==> src/rtl/dds_sweep_ctrl.sv <==
// dds_sweep_ctrl: frequency/phase sweep sequencer for the DDS core.
// Accepts one sweep descriptor over a valid/ready handshake and then steps
// the frequency word K from start toward stop. Each point is held for a
// programmable dwell. Supported modes are single sweep, repeating sawtooth
// and continuous triangle.
// Optional build feature: define DDS_SWEEP_PHASE_STEP_EN to add cfg_p_step.
// P then advances by p_step (mod 2^PW) on every STEP that changes K.
module dds_sweep_ctrl #(
  parameter int KW = 32,
  parameter int PW = 11,
  parameter int DW = 16
) (
  input  logic          clk,
  input  logic          rst_n,
  input  logic          cfg_valid,
  output logic          cfg_ready,
  input  logic [KW-1:0] cfg_k_start,
  input  logic [KW-1:0] cfg_k_stop,
  input  logic [KW-1:0] cfg_k_step,
  input  logic [DW-1:0] cfg_dwell,
  input  logic [1:0]    cfg_mode,
  input  logic [PW-1:0] cfg_phase,
`ifdef DDS_SWEEP_PHASE_STEP_EN
  input  logic [PW-1:0] cfg_p_step,
`endif
  input  logic          abort,
  output logic [KW-1:0] K,
  output logic [PW-1:0] P,
  output logic          busy,
  output logic          done
);

  typedef enum logic [1:0] {
    ST_IDLE   = 2'd0,
    ST_DWELL  = 2'd1,
    ST_STEP   = 2'd2,
    ST_FINISH = 2'd3
  } state_t;

  localparam logic [1:0] MODE_SINGLE = 2'd0;
  localparam logic [1:0] MODE_SAW    = 2'd1;
  localparam logic [1:0] MODE_TRI    = 2'd2;
  localparam logic       DIR_UP      = 1'b0;
  localparam logic       DIR_DOWN    = 1'b1;

  state_t          state_q, state_d;
  logic [KW-1:0]   k_q, k_d;
  logic [PW-1:0]   p_q, p_d;
  logic [DW-1:0]   cnt_q, cnt_d;
  logic            dir_q, dir_d;

  // Latched descriptor. It is only written on acceptance, so later cfg_* changes are ignored.
  logic [KW-1:0]   start_q;
  logic [KW-1:0]   stop_q;
  logic [KW-1:0]   step_q;
  logic [DW-1:0]   dwell_q;
  logic [1:0]      mode_q;
`ifdef DDS_SWEEP_PHASE_STEP_EN
  logic [PW-1:0]   p_step_q;
`endif

  logic            ready_q;
  logic            busy_q;
  logic            done_q;

  logic            accept_s;
  logic [KW:0]     sum_s;
  logic [KW:0]     diff_s;
  logic            step_nz_s;
  logic            up_fit_s;
  logic            down_fit_s;
  logic [KW-1:0]   up_clamp_s;
  logic [KW-1:0]   down_clamp_s;

  assign accept_s  = cfg_valid & (state_q == ST_IDLE);

  assign cfg_ready = ready_q;
  assign busy      = busy_q;
  assign done      = done_q;
  assign K         = k_q;
  assign P         = p_q;

  // Capture the descriptor on handshake; an inverted range collapses to a single point.
  always_ff @(posedge clk or negedge rst_n) begin
    if (!rst_n) begin
      start_q  <= '0;
      stop_q   <= '0;
      step_q   <= '0;
      dwell_q  <= '0;
      mode_q   <= MODE_SINGLE;
`ifdef DDS_SWEEP_PHASE_STEP_EN
      p_step_q <= '0;
`endif
    end else if (accept_s) begin
      start_q  <= cfg_k_start;
      stop_q   <= (cfg_k_start > cfg_k_stop) ? cfg_k_start : cfg_k_stop;
      step_q   <= cfg_k_step;
      dwell_q  <= cfg_dwell;
      mode_q   <= (cfg_mode == 2'd3) ? MODE_SINGLE : cfg_mode;
`ifdef DDS_SWEEP_PHASE_STEP_EN
      p_step_q <= cfg_p_step;
`endif
    end else begin
      start_q  <= start_q;
      stop_q   <= stop_q;
      step_q   <= step_q;
      dwell_q  <= dwell_q;
      mode_q   <= mode_q;
`ifdef DDS_SWEEP_PHASE_STEP_EN
      p_step_q <= p_step_q;
`endif
    end
  end

  // Next-point arithmetic at KW+1 bits so carry/borrow past the word range is visible.
  always_comb begin
    sum_s        = {1'b0, k_q} + {1'b0, step_q};
    diff_s       = {1'b0, k_q} - {1'b0, step_q};
    step_nz_s    = (step_q != '0);
    up_fit_s     = ~sum_s[KW] & (sum_s[KW-1:0] <= stop_q);
    down_fit_s   = ~diff_s[KW] & (diff_s[KW-1:0] >= start_q);
    up_clamp_s   = up_fit_s ? sum_s[KW-1:0] : stop_q;
    down_clamp_s = down_fit_s ? diff_s[KW-1:0] : start_q;
  end

  // Sweep sequencer: next state, next K/P, dwell counter and direction.
  always_comb begin
    state_d = state_q;
    k_d     = k_q;
    p_d     = p_q;
    cnt_d   = cnt_q;
    dir_d   = dir_q;

    case (state_q)
      ST_IDLE: begin
        // abort is deliberately ignored here, even together with cfg_valid.
        if (cfg_valid) begin
          state_d = ST_DWELL;
          k_d     = cfg_k_start;
          p_d     = cfg_phase;
          cnt_d   = cfg_dwell;
          dir_d   = DIR_UP;
        end else begin
          state_d = ST_IDLE;
        end
      end

      ST_DWELL: begin
        if (abort) begin
          state_d = ST_IDLE;
        end else if (cnt_q == '0) begin
          state_d = ST_STEP;
        end else begin
          cnt_d = cnt_q - {{(DW-1){1'b0}}, 1'b1};
        end
      end

      ST_STEP: begin
        if (abort) begin
          state_d = ST_IDLE;
        end else begin
          cnt_d   = dwell_q;
          state_d = ST_DWELL;
          if (dir_q == DIR_UP) begin
            if (up_fit_s && step_nz_s) begin
              k_d = sum_s[KW-1:0];
            end else begin
              // Upper bound reached (a zero step counts as reaching it).
              case (mode_q)
                MODE_SINGLE: begin
                  state_d = ST_FINISH;
                end
                MODE_SAW: begin
                  k_d = start_q;
                end
                MODE_TRI: begin
                  // Turn around without repeating the stop value.
                  dir_d = DIR_DOWN;
                  k_d   = down_clamp_s;
                end
                default: begin
                  state_d = ST_FINISH;
                end
              endcase
            end
          end else begin
            if (down_fit_s && step_nz_s) begin
              k_d = diff_s[KW-1:0];
            end else begin
              // Lower bound reached: head back up without repeating start.
              dir_d = DIR_UP;
              k_d   = up_clamp_s;
            end
          end

          if ((state_d == ST_DWELL) && (k_d != k_q)) begin
`ifdef DDS_SWEEP_PHASE_STEP_EN
            p_d = p_q + p_step_q;
`else
            p_d = p_q;
`endif
          end else begin
            p_d = p_q;
          end
        end
      end

      ST_FINISH: begin
        state_d = ST_IDLE;
      end

      default: begin
        state_d = ST_IDLE;
      end
    endcase
  end

  // Sequencer state; K and P keep their values on finish and abort so the DDS keeps running.
  always_ff @(posedge clk or negedge rst_n) begin
    if (!rst_n) begin
      state_q <= ST_IDLE;
      k_q     <= '0;
      p_q     <= '0;
      cnt_q   <= '0;
      dir_q   <= DIR_UP;
    end else begin
      state_q <= state_d;
      k_q     <= k_d;
      p_q     <= p_d;
      cnt_q   <= cnt_d;
      dir_q   <= dir_d;
    end
  end

  // Status outputs registered from the next state, so they are Moore decodes of state_q.
  always_ff @(posedge clk or negedge rst_n) begin
    if (!rst_n) begin
      ready_q <= 1'b1;
      busy_q  <= 1'b0;
      done_q  <= 1'b0;
    end else begin
      ready_q <= (state_d == ST_IDLE);
      busy_q  <= (state_d != ST_IDLE);
      done_q  <= (state_d == ST_FINISH);
    end
  end

endmodule
==> config.mk <==
export PLATFORM = sky130hd
export DESIGN_NAME = dds_sweep_ctrl
export DESIGN_NICKNAME = d
export VERILOG_FILES = /design/src/rtl/dds_sweep_ctrl.sv
export SDC_FILE = /design/constraint.sdc
export NUM_CORES = 1
export LEC_CHECK = 0
export CAP_MARGIN = 10
export CORE_MARGIN = 2
export CORE_UTILIZATION = 51
export CTS_CLUSTER_SIZE = 24
export DETAILED_ROUTE_END_ITERATION = 16
export PLACE_DENSITY = 0.73
export SYNTH_ARGS = -nofsm -noshare
export SYNTH_HDL_FRONTEND = slang
export SYNTH_SLANG_ARGS = --single-unit
==> constraint.sdc <==
create_clock -name clk -period 7 [get_ports clk]
set_input_delay 0.7 -clock clk [delete_from_list [all_inputs] [get_ports clk]]
set_output_delay 0.7 -clock clk [all_outputs]
set_load 0.02 [all_outputs]
==> key figures <==
Run status
  – Status: finished clean

Logic synthesis
  – Net Count, Synth: 2,068
  – Cell area after synthesis: 15,600 sq um
  – Mapped Cells: 1,770
  – Cell taking the most area after synthesis: dfrtp_1
  – Main synth FF type: dfrtp_1
  – Synth Warn #: 0
  – Post-synth EDFFs: 0
  – Share of synthesized registers carrying an async set or reset: 100%
  – Area contributors post-synth: dfrtp_1 (29%), ha_1 (13%), mux2_2 (6.9%)
  – Seq/Total Area, Yosys: 28.8%
  – Top-area cell type share of the netlist area: 28.6%
  – Syn Area/Cell: 8.80 sq um
  – Synth Register Bits: 179
  – Synth cell types: 100

GRT
  – Grt ovf: 0
  – Number of global-route vias before repair: 13,472
  – Initial antenna violation count: 1
  – Global-route wire length before repair: 76.2 mm
  – Tot GR Track Use: 31.3%
  – Largest net degree at the start of global routing: 88

Cells and area
  – Commonest non-fill, non-tap cell in the layout: dfrtp_1
  – # nets final: 2,192
  – Share of layout cells above drive strength 1: 10.7%
  – Diodes inserted: 0
  – Synthesis-to-finish area growth: 16.2%
  – Most frequent cells in the layout: dfrtp_1 (178), clkdlybuf4s50_1 (173), inv_1 (167)

Power
  – Maximum vdd drop: 212 uV
  – Internal power: 2.99 mW
  – Reg power frac: 25.0%
  – Switching portion of total power: 48.1%
  – Leak: 8.20 nW
  – Clock network fraction of total power: 16.3%
  – Power per cell area: 319 nW/um^2
  – Switching power: 2.77 mW
  – Combinational power share: 58.7%

STA
  – Final Hold Fails: 0
  – Final worst-path cycle share: 92.4%
  – Setup TNS: 0 ns
  – Worst-margin pin slew: 0.990 ns
  – Final setup violation count: 0
  – Rel. slew slack: 33.8%
  – Worst Clk Skew: 0.0137 ns
  – Fmax: 0.155 GHz
  – Tmin final: 6.47 ns
  – Max Transition Viols Final: 0
  – RSZ-0062 raised after global routing: false
  – Setup WS post-layout: 0.530 ns

Setup path
  – CP Launch Type: flip-flop
  – RR Startpoint: K[0]$_DFFE_PN0P_
  – Critical path class: reg -> reg
  – FF-to-FF path depth: 23
  – Worst Path Required: 7.38 ns
  – R2R Setup Slk: 0.53 ns
  – Critical Path End Type: flip-flop
  – Crit path DAT: 6.85 ns
  – Crit path max fanout: 25
  – Worst reg2reg endpoint: K[10]$_DFFE_PN0P_

CTS
  – PostCTS Resize Cnt: 0
  – Root Buffer: clkbuf_16
  – Clk_lat worst skew: 0.46 ns
  – Post-CTS Setup Inserts: 0
  – TritonCTS clock tree: yes
  – Cts bufs inserted: 17
  – Clock transition at path regs: 0.08 ns
  – H-tree levels: 4
  – Hold_buf cts: 0
  – Num Clock Sinks: 179
  – CTS Buffer Depth: 2

Detailed routing
  – Initial DRC Count: 1,591
  – WL final: 49.2 mm
  – First-pass DRT Iterations: 6
  – Vias per cell: 6.13
  – WL per Instance: 21.4 um
  – Post-DRT Antenna Nets: 0
  – Routed vias: 14,091
  – DRC Markers: 0

Floorplan
  – Core Region: 29,900 sq um
  – Num ports: 175
  – Die H: 179 um
  – Initial Utilization: 52.1%
  – Die extent in x: 179 um
  – Row count: 63
  – Die Area: 31,900 sq um

Place
  – Routability Congestion: 0.953
  – Placed wire-length estimate: 38.1 mm
  – IO Port Bufs: 174
  – DP Worst Slack: 0.659 ns

Min path
  – HP Class: in -> async

Run
  – Max Cap Violations: 0
==> area by class of cell <==
| cell class | instances | area [sq um] |
|---|---|---|
| fillers | 2642 | 11800 |
| multi-input cells | 1332 | 10000 |
| flip-flops and latches | 179 | 4480 |
| repair buffers | 191 | 1880 |
| inverters | 173 | 649 |
| well taps | 390 | 488 |
| clock buffers | 21 | 460 |
| clock inverters | 11 | 90.1 |
==> worst max-delay path by stage <==
stage                              endpoint  slack, ns             start  cells after the start
after floorplan           K[24]$_DFFE_PN0P_       1.74  K[0]$_DFFE_PN0P_                     23
after global placement    K[10]$_DFFE_PN0P_       0.78  K[0]$_DFFE_PN0P_                     23
after detailed placement  K[10]$_DFFE_PN0P_       0.66  K[0]$_DFFE_PN0P_                     23
after CTS                 K[12]$_DFFE_PN0P_       0.58  K[1]$_DFFE_PN0P_                     23
after global routing      K[14]$_DFFE_PN0P_       0.11  K[1]$_DFFE_PN0P_                     23
final                     K[10]$_DFFE_PN0P_       0.53  K[0]$_DFFE_PN0P_                     23
==> synthesized netlist by cell type, types with 10 or more instances <==
cell        n
a22oi_1    18
a211oi_1   17
nand4_1    28
buf_2      25
nand3_1    26
a221o_1    11
inv_1     167
nor2_1     84
xnor2_1    49
o31ai_1    26
ha_1      167
nor4_1     16
nor2b_1    18
nor3_1     38
mux2i_1    48
a31oi_1    10
nand2_1   161
o21ai_0   106
mux2_2     95
o21ai_1    37
or2_2      10
buf_4      11
nand2b_1   19
xor2_1     13
dfrtp_1   178
a21o_1     30
a21oi_1   106
and3_1     13
or3_1      10
clkbuf_1   35
a221oi_1   14
o211ai_1   13
==> metrics by stage <==
step,cells,power [mW],hold WS [ns],cell area (sq um),utilization [%]
4_1_cts,2297,5.70,0.194,18100,60.5
3_5_place_dp,2265,4.73,0.494,17500,58.7
2_1_floorplan,1770,3.70,0.404,15600,-
3_3_place_gp,2265,4.69,0.488,17500,58.7
6_report,2297,5.77,0.172,18100,60.5
5_1_grt,2297,6.15,0.214,18100,60.5
==> layer usage <==
metal / GRT usage, % / vias to the layer above / wire length [um]
met2: 47.8 / 598 / 21500
met1: 45.6 / 6790 / 22600
met4: 8.16 / 0 / 1020
met3: 5.79 / 60 / 4180
met5: 0 / - / 0
li1: - / 6643 / -
==> sequential cells by signal (all words and copies together), names as in the netlist <==
| register | flops |
|---|---|
| start_q | 32 |
| cfg_ready | 1 |
| dir_q | 1 |
| stop_q | 32 |
| step_q | 32 |
| done | 1 |
| P | 11 |
| mode_q | 2 |
| state_q | 2 |
| cnt_q | 16 |
| busy | 1 |
| K | 32 |
| dwell_q | 16 |
==> cells by family after synthesis <==
kind of cell	count (synthesis)	share of synthesized area, %
xor gates and xnor gates	62	3.49
and+or+nand+nor	455	14.5
DFF	179	28.8
muxes	151	10.5
AOI/OAI and AO/OA	495	22.1
adders and majority gates	169	13.7
buffers and inverters	259	6.98
==> power by group through the flow <==
stage | combinational, mW | sequential [mW] | clock (mW)
6_report | 3.39 | 1.44 | 0.941
5_1_grt | 3.69 | 1.46 | 1.00
4_1_cts | 3.31 | 1.43 | 0.953
3_5_place_dp | 3.28 | 1.45 | 0
3_3_place_gp | 3.25 | 1.44 | 0
2_1_floorplan | 2.28 | 1.42 | 0
==> critical path, cell delays in order (launching register included) <==
cell,delay (ns)
dfrtp_1,0.41
inv_1,0.10
ha_1,0.16
inv_1,0.05
fa_1,0.39
a21o_1,0.24
a221oi_4,0.33
o211ai_1,0.15
a31oi_1,0.32
o31ai_1,0.16
a21oi_1,0.17
buf_4,0.15
o31ai_1,0.09
xnor2_1,0.34
ha_1,0.30
and2_1,0.15
a221o_1,0.29
a221o_1,0.40
a211oi_4,0.44
o21ai_1,0.26
a21oi_4,0.83
a22oi_1,0.24
and3_1,0.24
o31ai_2,0.17
No activity file was read; power rests on OpenSTA's default activity.
